## src/rtl/dmem_arbiter.sv

```systemverilog
`default_nettype none
// ============================================================================
// dmem_arbiter : round-robin arbiter sharing one data memory port between two
//                requesters, with registered read data and a one-cycle ack.
// Revision 1.0
// ============================================================================
module dmem_arbiter #(
  parameter int AW = 32,
  parameter int DW = 32
) (
  input  logic          clk,
  input  logic          reset,
  input  logic          req0,
  input  logic          we0,
  input  logic [AW-1:0] addr0,
  input  logic [DW-1:0] wd0,
  output logic          ack0,
  output logic [DW-1:0] rd0,
  output logic          stall0,
  input  logic          req1,
  input  logic          we1,
  input  logic [AW-1:0] addr1,
  input  logic [DW-1:0] wd1,
  output logic          ack1,
  output logic [DW-1:0] rd1,
  output logic          stall1,
  output logic          m_we,
  output logic [AW-1:0] m_address,
  output logic [DW-1:0] m_wd,
  input  logic [DW-1:0] m_rd,
  output logic          busy
);

  typedef enum logic [1:0] {
    IDLE   = 2'd0,
    ACCESS = 2'd1,
    RESP   = 2'd2
  } state_t;

  state_t r_state;
  state_t w_state_nxt;
  logic   r_sel;
  logic   w_sel_nxt;
  logic   r_last;

  always_ff @(posedge clk or posedge reset) begin
    if (reset) begin
      r_state <= IDLE;
      r_sel   <= 1'b0;
      r_last  <= 1'b1;
      rd0     <= '0;
      rd1     <= '0;
      ack0    <= 1'b0;
      ack1    <= 1'b0;
    end else begin
      r_state <= w_state_nxt;
      r_sel   <= w_sel_nxt;
      // Acks are high exactly during RESP, for the port served in ACCESS.
      ack0    <= (r_state == ACCESS) && !r_sel;
      ack1    <= (r_state == ACCESS) && r_sel;
      if (r_state == ACCESS) begin
        r_last <= r_sel;
        if (!r_sel && !we0) rd0 <= m_rd;
        if (r_sel && !we1)  rd1 <= m_rd;
      end
    end
  end

  always_comb begin
    w_state_nxt = r_state;
    w_sel_nxt   = r_sel;
    m_we        = 1'b0;
    m_address   = '0;
    m_wd        = '0;
    case (r_state)
      IDLE: begin
        if (req0 || req1) begin
          w_state_nxt = ACCESS;
          // On contention the port that was not served last wins.
          w_sel_nxt   = (req0 && req1) ? ~r_last : req1;
        end
      end
      ACCESS: begin
        w_state_nxt = RESP;
        m_we        = r_sel ? we1   : we0;
        m_address   = r_sel ? addr1 : addr0;
        m_wd        = r_sel ? wd1   : wd0;
      end
      RESP: begin
        w_state_nxt = IDLE;
      end
      default: begin
        w_state_nxt = IDLE;
      end
    endcase
  end

  assign busy   = (r_state != IDLE);
  assign stall0 = req0 & ~ack0;
  assign stall1 = req1 & ~ack1;

endmodule
`default_nettype wire

```

## config.mk

```make
export PLATFORM = sky130hd
export DESIGN_NAME = dmem_arbiter
export DESIGN_NICKNAME = d
export VERILOG_FILES = /design/src/rtl/dmem_arbiter.sv
export SDC_FILE = /design/constraint.sdc
export NUM_CORES = 1
export LEC_CHECK = 0
export ABC_AREA = 1
export BUFFER_PORTS_ARGS = -buffer_cell sky130_fd_sc_hd__buf_4
export CAP_MARGIN = 15
export CELL_PAD_IN_SITES_DETAIL_PLACEMENT = 0
export CELL_PAD_IN_SITES_GLOBAL_PLACEMENT = 1
export CORE_MARGIN = 1.5
export CORE_UTILIZATION = 22
export CTS_CLUSTER_SIZE = 20
export DETAILED_ROUTE_END_ITERATION = 6
export GPL_TIMING_DRIVEN = 0
export PLACE_DENSITY = 0.85
export SLEW_MARGIN = 20
export SYNTH_ARGS = -nofsm -noshare
export SYNTH_HDL_FRONTEND = slang
export SYNTH_SLANG_ARGS = --single-unit
```

## constraint.sdc

```tcl
create_clock -name clk -period 1.7 [get_ports clk]
set_input_delay 0.085 -clock clk [delete_from_list [all_inputs] [get_ports clk]]
set_output_delay 0.085 -clock clk [all_outputs]
set_load 0.005 [all_outputs]
```

# After elaboration in Yosys (flattened, before gate mapping)
# Cells that the tools add are included.
classes:
  eq_ne: 2
  mux: 9
  bitwise: 5
  n_reduce_logical: 14
ops:
  columns: ["operator", "count"]
  rows:
  - ["2-to-1 mux 32 bit", 4]
  - ["AND reduction 2 bit", 3]
  - ["logical AND 1 bit", 5]
  - ["case mux 2 bit (2 select lines)", 1]
  - ["zero test 1 bit", 3]
  - ["2-to-1 mux 1 bit", 3]
  - ["NOT 1 bit", 3]
  - ["bitwise AND 1 bit", 2]
  - ["== test 2 x 1 -> 1 bit (second input constant)", 1]
  - ["zero test 2 bit", 1]
  - ["2-to-1 mux 2 bit", 1]
  - ["inequality test 2 bit (second input constant)", 1]
  - ["nonzero test 2 bit", 1]
  - ["logical OR 1 bit", 1]
totals:
  regBits: 70
  in_bits: 166
  output_inout_bits: 134

# Longest topological paths before layout
# Gate-level depths: netlist of run 1.
depth:
  depth_word: 3
  depth_mapped: 7
  depth_no_buf: 5

# Least setup slack after synthesis of run 1
# No wires, ideal clock.
synth_timing:
  path_type: "flip-flop to output port"
  from: "register r_state[1]"
  to: "output m_address[0]"
  arrival_ns: 1.140
  required_time_ns: 1.615
  slack_ns: 0.475
  stages_incl_launch_ff: 8
  path_buffers: 2
  cell_sequence: "dfrtp_1 -> inv_2 -> nand2_1 -> nor2_1 -> buf_2 -> buf_2 -> nand2_1 -> nand2_1"
synth_via:
  elab_chain_len: 2
synth_lines:
  columns: ["item", "line_no", "rtl"]
  rows:
  - ["start: declaration", "40", "state_t r_state;"]
  - ["start signal: assignment", "56", "r_state <= w_state_nxt;"]
  - ["== test 2 x 1 -> 1 bit", "75", "case (r_state)"]
  - ["2-to-1 mux 32 bit", "75", null]
  - ["end: declaration", "28", "output logic [AW-1:0] m_address,"]
# No other way between the ends.

# Worst setup path after layout of run 1
layout_timing:
  from: "register r_state[1]"
  to: "output m_address[18]"
# Same word-level chain as after synthesis.

==> results.json, run 1 <==
{
  "powerDensity_nw_per_um2": 1463,
  "hold_ws_ps": 8.537,
  "critical_path_buf_inv_count": 4,
  "portBuffers": 299,
  "ant_nets": 0,
  "synth.distinct_cells": 10,
  "hold_viol": 0,
  "r2r_slack_ps": 160,
  "wl_per_cell_um": 13.59,
  "rsz0062_at_grt": "true",
  "cts_sinks": 70,
  "regToRegStartpoint": "r_sel",
  "coreArea_um2": 15770,
  "synth_warnings": 0,
  "drc": 0,
  "synth_nets": 683,
  "min_path_type": "input pin to flop",
  "setup_viol": 0,
  "worstSetupEndpoint": "m_address[18]",
  "crit_family": "buffers and inverters",
  "yosysTopAreaCellShare_pct": 48.85,
  "layout.cells.non_filler": 1086,
  "ys_seq_area_share_pct": 49.59,
  "via_count": 4437,
  "die_area_um2": 16840,
  "outcome": "complete, no violations",
  "syn_area_um2": 3535,
  "grt_max_degree": 30,
  "cts_buffer_depth": 2,
  "nets": 1031,
  "max_stage_delay_ps": 380,
  "max_freq_mhz": 610.1,
  "p_sw_share_pct": 37.85,
  "skew_ps": 4.853,
  "grt.busiest_layer": "met2",
  "met1_usage_pct": 21.91,
  "cp_max_fo": 10,
  "cp_cell_sequence": "inv_2 -> nand2_2 -> nor2_4 -> buf_6 -> buf_6 -> nand2_1 -> nand2_1 -> buf_4",
  "antenna_found_initial": 0,
  "hold_start": "m_rd[30]",
  "cp-end-kind": "output pin",
  "drt-initial-drc-count": 190,
  "r2r_end": "rd0[6]",
  "critical_path_class": "flop to output pin",
  "p_switching_w": 0.003780,
  "crit_required_ps": 1620,
  "cts_tree": "yes",
  "gp_congestion": 0.7853,
  "drv_slew": 0,
  "groute.layer.met2.usage_pct": 25.99,
  "path_depth": 8,
  "rows": 46,
  "combPwrFrac_pct": 54.0,
  "grt_pass1_vias": 4112,
  "critPathLaunch": "r_state[1]",
  "io-pin-count": 300,
  "track_usage_pct": 16.28,
  "path_clk_slew_ps": 60,
  "dp.cells": 1034,
  "die_w_um": 129.8,
  "drive_gt1_share_pct": 40.69,
  "clock_latency_ps": 330,
  "fin_crit_ps": 1639,
  "grt-ovfl-total": 0,
  "crit_slowest_cell": "dfrtp_1",
  "areaGrowthSynthToFinish_pct": 93.20,
  "start_util_pct": 22.41,
  "startpoint_type": "flop",
  "vdd_drop_max_mv": 0.6065,
  "routed_wl_um": 14760,
  "yosys.area.top_type": "dfrtp_1",
  "cp.arrival_ps": 1550,
  "first_pass_iters": 4,
  "tightest_slew_ps": 548.1,
  "seqPwrFrac_pct": 28.7,
  "ys_ff_latch": 70,
  "vias_per_cell": 4.086,
  "syn_inst": 517,
  "power_leakage_nw": 3.942,
  "r2r_cells": 5,
  "htreeDepth": 3,
  "p_int_w": 0.006207,
  "pwr-share-clk_pct": 17.2,
  "dp_hpwl_um": 11520,
  "ys_top_cells_by_area": "dfrtp_1 (49%), nand2_1 (35%), nand3_1 (9.2%)",
  "drv_cap": 0,
  "die_h_um": 129.8,
  "slew_headroom_pct": 63.46,
  "fin_crit_sh_pct": 96.42,
  "syn_area_per_cell_um2": 6.837,
  "met3_usage_pct": 5.125,
  "grt_pass1_wl_um": 21230,
  "clockRootBuffer": "clkbuf_16",
  "antennaDiodeCount": 0,
  "cts_buffers": 9
}
cells by family (layout without fill, tap and decap cells):
group                  after synthesis  after routing  synth area share, %
buffers and inverters               41            394                4.850
flip-flops                          70             70                49.59
AND/OR/NAND/NOR                    406            406                45.56
repair_timing:
item / in CTS / in global routing
setup endpoints to repair: 67 / 83
buffers inserted: 3 / 1
pin swaps: 2 / 2
hold buffers: 32 / 0
hold endpoints to repair: 58 / 0
resized for setup: 27 / 18
power groups by stage:
stage	Clock, W	Combinational [W]	Sequential (W)
3_3_place_gp	0	0.00510	0.00286
6_report	0.00172	0.00540	0.00287
2_1_floorplan	0	0.00203	0.00290
4_1_cts	0.00178	0.00541	0.00287
5_1_grt	0.00185	0.00602	0.00296
3_5_place_dp	0	0.00515	0.00288
worst min path at each step:
stage	end	slack [ps]	cells after the start
2_1_floorplan	r_sel	230	2
3_5_place_dp	rd1[25]	80	2
3_3_place_gp	rd0[22]	330	3
4_1_cts	rd0[30]	1	3
6_report	rd0[30]	9	3
5_1_grt	rd0[30]	20	3
cells in the final DEF (no fill, tap or decap), types with 6 or more instances in the layout:
master and count:
clkbuf_16 9, nand3_1 65, dlygate4sd3_1 32, nand2_1 329, buf_2 6, clkbuf_1 12, buf_4 304, dfrtp_1 68
through the flow:
step	setup TNS, ps	power, W	area (um2)	util, %	setup WS, ps
6_report	0	0.009988	6829	43.30	60.84
2_1_floorplan	0	0.004930	3538	-	474.5
3_5_place_dp	0	0.008025	6093	38.64	2.824
5_1_grt	-361.0	0.01082	6829	43.30	-41.88
4_1_cts	-1.114	0.01007	6789	43.05	-1.114
3_3_place_gp	-625.2	0.007959	6053	38.38	-52.01
synthesized netlist by cell type:
library cell	n
nor2_1	8
clkbuf_1	19
nand3_1	65
nor2_2	2
nand2_1	331
inv_1	6
buf_2	14
dfrtp_1	69
inv_2	2
dfstp_2	1
tightest hold or removal path, cell delays in order:
cell and delay, ps:
buf_4 90, nand3_1 70, nand2_1 70
metal layers:
metal  up-vias  routed length (um)
met5         -                   0
li1       2285                   -
met3        13                1034
met2       160                7106
met1      1979                6503
met4         0                 121
cell type report:
type / instances / area (um2)
Fill cell: 1670 / 8941
Tap cell: 216 / 270.3
Timing Repair Buffer: 337 / 2635
Clock inverter: 6 / 37.54
Sequential cell: 70 / 1754
Multi-Input combinational cell: 406 / 1638
Clock buffer: 10 / 239.0
Inverter: 8 / 33.78
Buffer: 33 / 221.5
state kept, by name (all words and copies together) (netlist names):
signal and cells:
r_state 2, r_sel 1, rd0 32, ack0 1
r_last 1, rd1 32, ack1 1
No activity file was read; power rests on OpenSTA's default activity.
==> run 2: changes to the inputs <==
Settings changed: CORE_UTILIZATION 22 to 26, PLACE_DENSITY 0.85 to 0.93.
Clock period 1.7 ns to 1.92 ns, I/O delays scaled along.
==> results.json, run 2 (synthesis gave the netlist of run 1 again) <==
{
  "outcome": "complete, no violations",
  "pwr-share-clk_pct": 17.4,
  "tightest_slew_ps": 511.5,
  "path_clk_slew_ps": 50,
  "min_path_type": "input pin to flop",
  "via_count": 4411,
  "hold_viol": 0,
  "drt-initial-drc-count": 268,
  "areaGrowthSynthToFinish_pct": 80.28,
  "fin_crit_ps": 1770,
  "vdd_drop_max_mv": 0.6805,
  "cts_sinks": 70,
  "drv_slew": 0,
  "die_area_um2": 14300,
  "dp.cells": 993,
  "rsz0062_at_grt": "false",
  "cp_max_fo": 10,
  "critical_path_class": "flop to output pin",
  "clockRootBuffer": "clkbuf_16",
  "crit_required_ps": 1820,
  "grt_pass1_wl_um": 21910,
  "cts_buffer_depth": 2,
  "power_leakage_nw": 3.783,
  "start_util_pct": 26.69,
  "grt_max_degree": 39,
  "gp_congestion": 0.8296,
  "max_freq_mhz": 564.9,
  "cts_buffers": 9,
  "drc": 0,
  "slew_headroom_pct": 65.78,
  "rows": 42,
  "finalSetupTns_ps": 0,
  "finalPower_w": 0.008617,
  "htreeDepth": 3,
  "drv_cap": 0,
  "powerDensity_nw_per_um2": 1352,
  "grt_pass1_vias": 4213,
  "cp.arrival_ps": 1670,
  "layout.cells.non_filler": 1012,
  "grt-ovfl-total": 0,
  "die_h_um": 119.6,
  "combPwrFrac_pct": 53.0,
  "p_int_w": 0.005372,
  "die_w_um": 119.6,
  "portBuffers": 299,
  "dp_hpwl_um": 11470,
  "startpoint_type": "flop",
  "routed_wl_um": 14470,
  "p_sw_share_pct": 37.66,
  "fillers": 1422,
  "final_common_cell": "nand2_1",
  "setup_viol": 0,
  "nets": 998,
  "clock_latency_ps": 320,
  "cp-end-kind": "output pin",
  "antenna_found_initial": 0,
  "antennaDiodeCount": 0,
  "hold_ws_ps": 13.35,
  "p_switching_w": 0.003245,
  "first_pass_iters": 4,
  "coreArea_um2": 13240,
  "wl_per_cell_um": 14.30,
  "final_cell_mix": "nand2_1 (331), buf_4 (302), dfrtp_1 (69)",
  "drive_gt1_share_pct": 40.55,
  "ant_nets": 0,
  "track_usage_pct": 19.45,
  "skew_ps": 6.161,
  "fin_crit_sh_pct": 92.21,
  "seqPwrFrac_pct": 29.6,
  "vias_per_cell": 4.359,
  "cts_tree": "yes",
  "io-pin-count": 300,
  "reg_top3": "rd0: 32 flops, rd1: 32 flops, r_state: 2 flops"
}
run 2: changes by cell type in the layout (fill, tap and decap cells not counted), moves of 3 or more:
| cell | delta |
|---|---|
| nor2_4 | -3 |
| clkbuf_1 | +5 |
| dlygate4sd3_1 | -28 |
| buf_8 | -3 |
| clkinvlp_4 | -4 |
| buf_6 | -3 |
run 2: repair_timing:
item	in CTS	in global routing
hold buffers	4	0
pin swaps	0	0
gates resized for setup	5	18
buffers inserted	0	0
setup endpoints to repair	29	50
hold endpoints to repair	35	0
run 2: cell type report:
cell class	count	area, um2	share of cell area, %
sequential	70	1753	27.51
tap	176	220.2	3.456
clock buffer	14	264.0	4.143
multi-input combinational	406	1615	25.35
buffer	33	177.7	2.788
timing repair buffer	304	2305	36.17
inverter	8	32.53	0.5105
clock inverter	1	5.005	0.07854
run 2: per-stage QoR:
stage / worst slack (ps) / utilization [%] / area [um2]
6_report: 149.6 / 48.12 / 6372
5_1_grt: 7.130 / 48.12 / 6372
4_1_cts: 8.867 / 47.89 / 6342
3_5_place_dp: 167.5 / 45.47 / 6022
3_3_place_gp: -837.8 / 45.30 / 6000
2_1_floorplan: 57.44 / - / 3535
run 2: path summary, 6_finish.rpt:
kind	startpoint	endpoint	slack, ps	cells after the start
worst max-delay path	r_state[1]	m_wd[19]	150	8
worst min-delay path	m_rd[30]	rd0[30]	10	3
worst max register to register	r_sel	rd0[0]	210	5
worst min register to register	rd0[22]	rd0[22]	470	2
max in group asynchronous	reset	r_last	970	4
min in group asynchronous	reset	rd1[10]	340	3
run 2: routing by layer:
| metal | part of all wire, % | track usage [%] |
|---|---|---|
| met4 | 1.5 | 5.432 |
| met5 | 0 | 0 |
| met3 | 8.9 | 6.369 |
| met1 | 43 | 25.48 |
| met2 | 47 | 30.82 |
run 2: worst max-delay path, cell delays in order (launching register included):
cell	delay (ps)
dfrtp_1	410
inv_2	50
nand2_1	80
nor2_2	140
buf_6	170
clkbuf_4	200
nand2_1	100
nand2_1	80
buf_4	110
run 2: power by group through the flow:
stage / sequential, W / clock [W] / combinational [W]
2_1_floorplan: 0.00257 / 0 / 0.00180
3_5_place_dp: 0.00256 / 0 / 0.00455
6_report: 0.00255 / 0.00150 / 0.00456
4_1_cts: 0.00255 / 0.00154 / 0.00459
5_1_grt: 0.00263 / 0.00161 / 0.00506
3_3_place_gp: 0.00255 / 0 / 0.00449
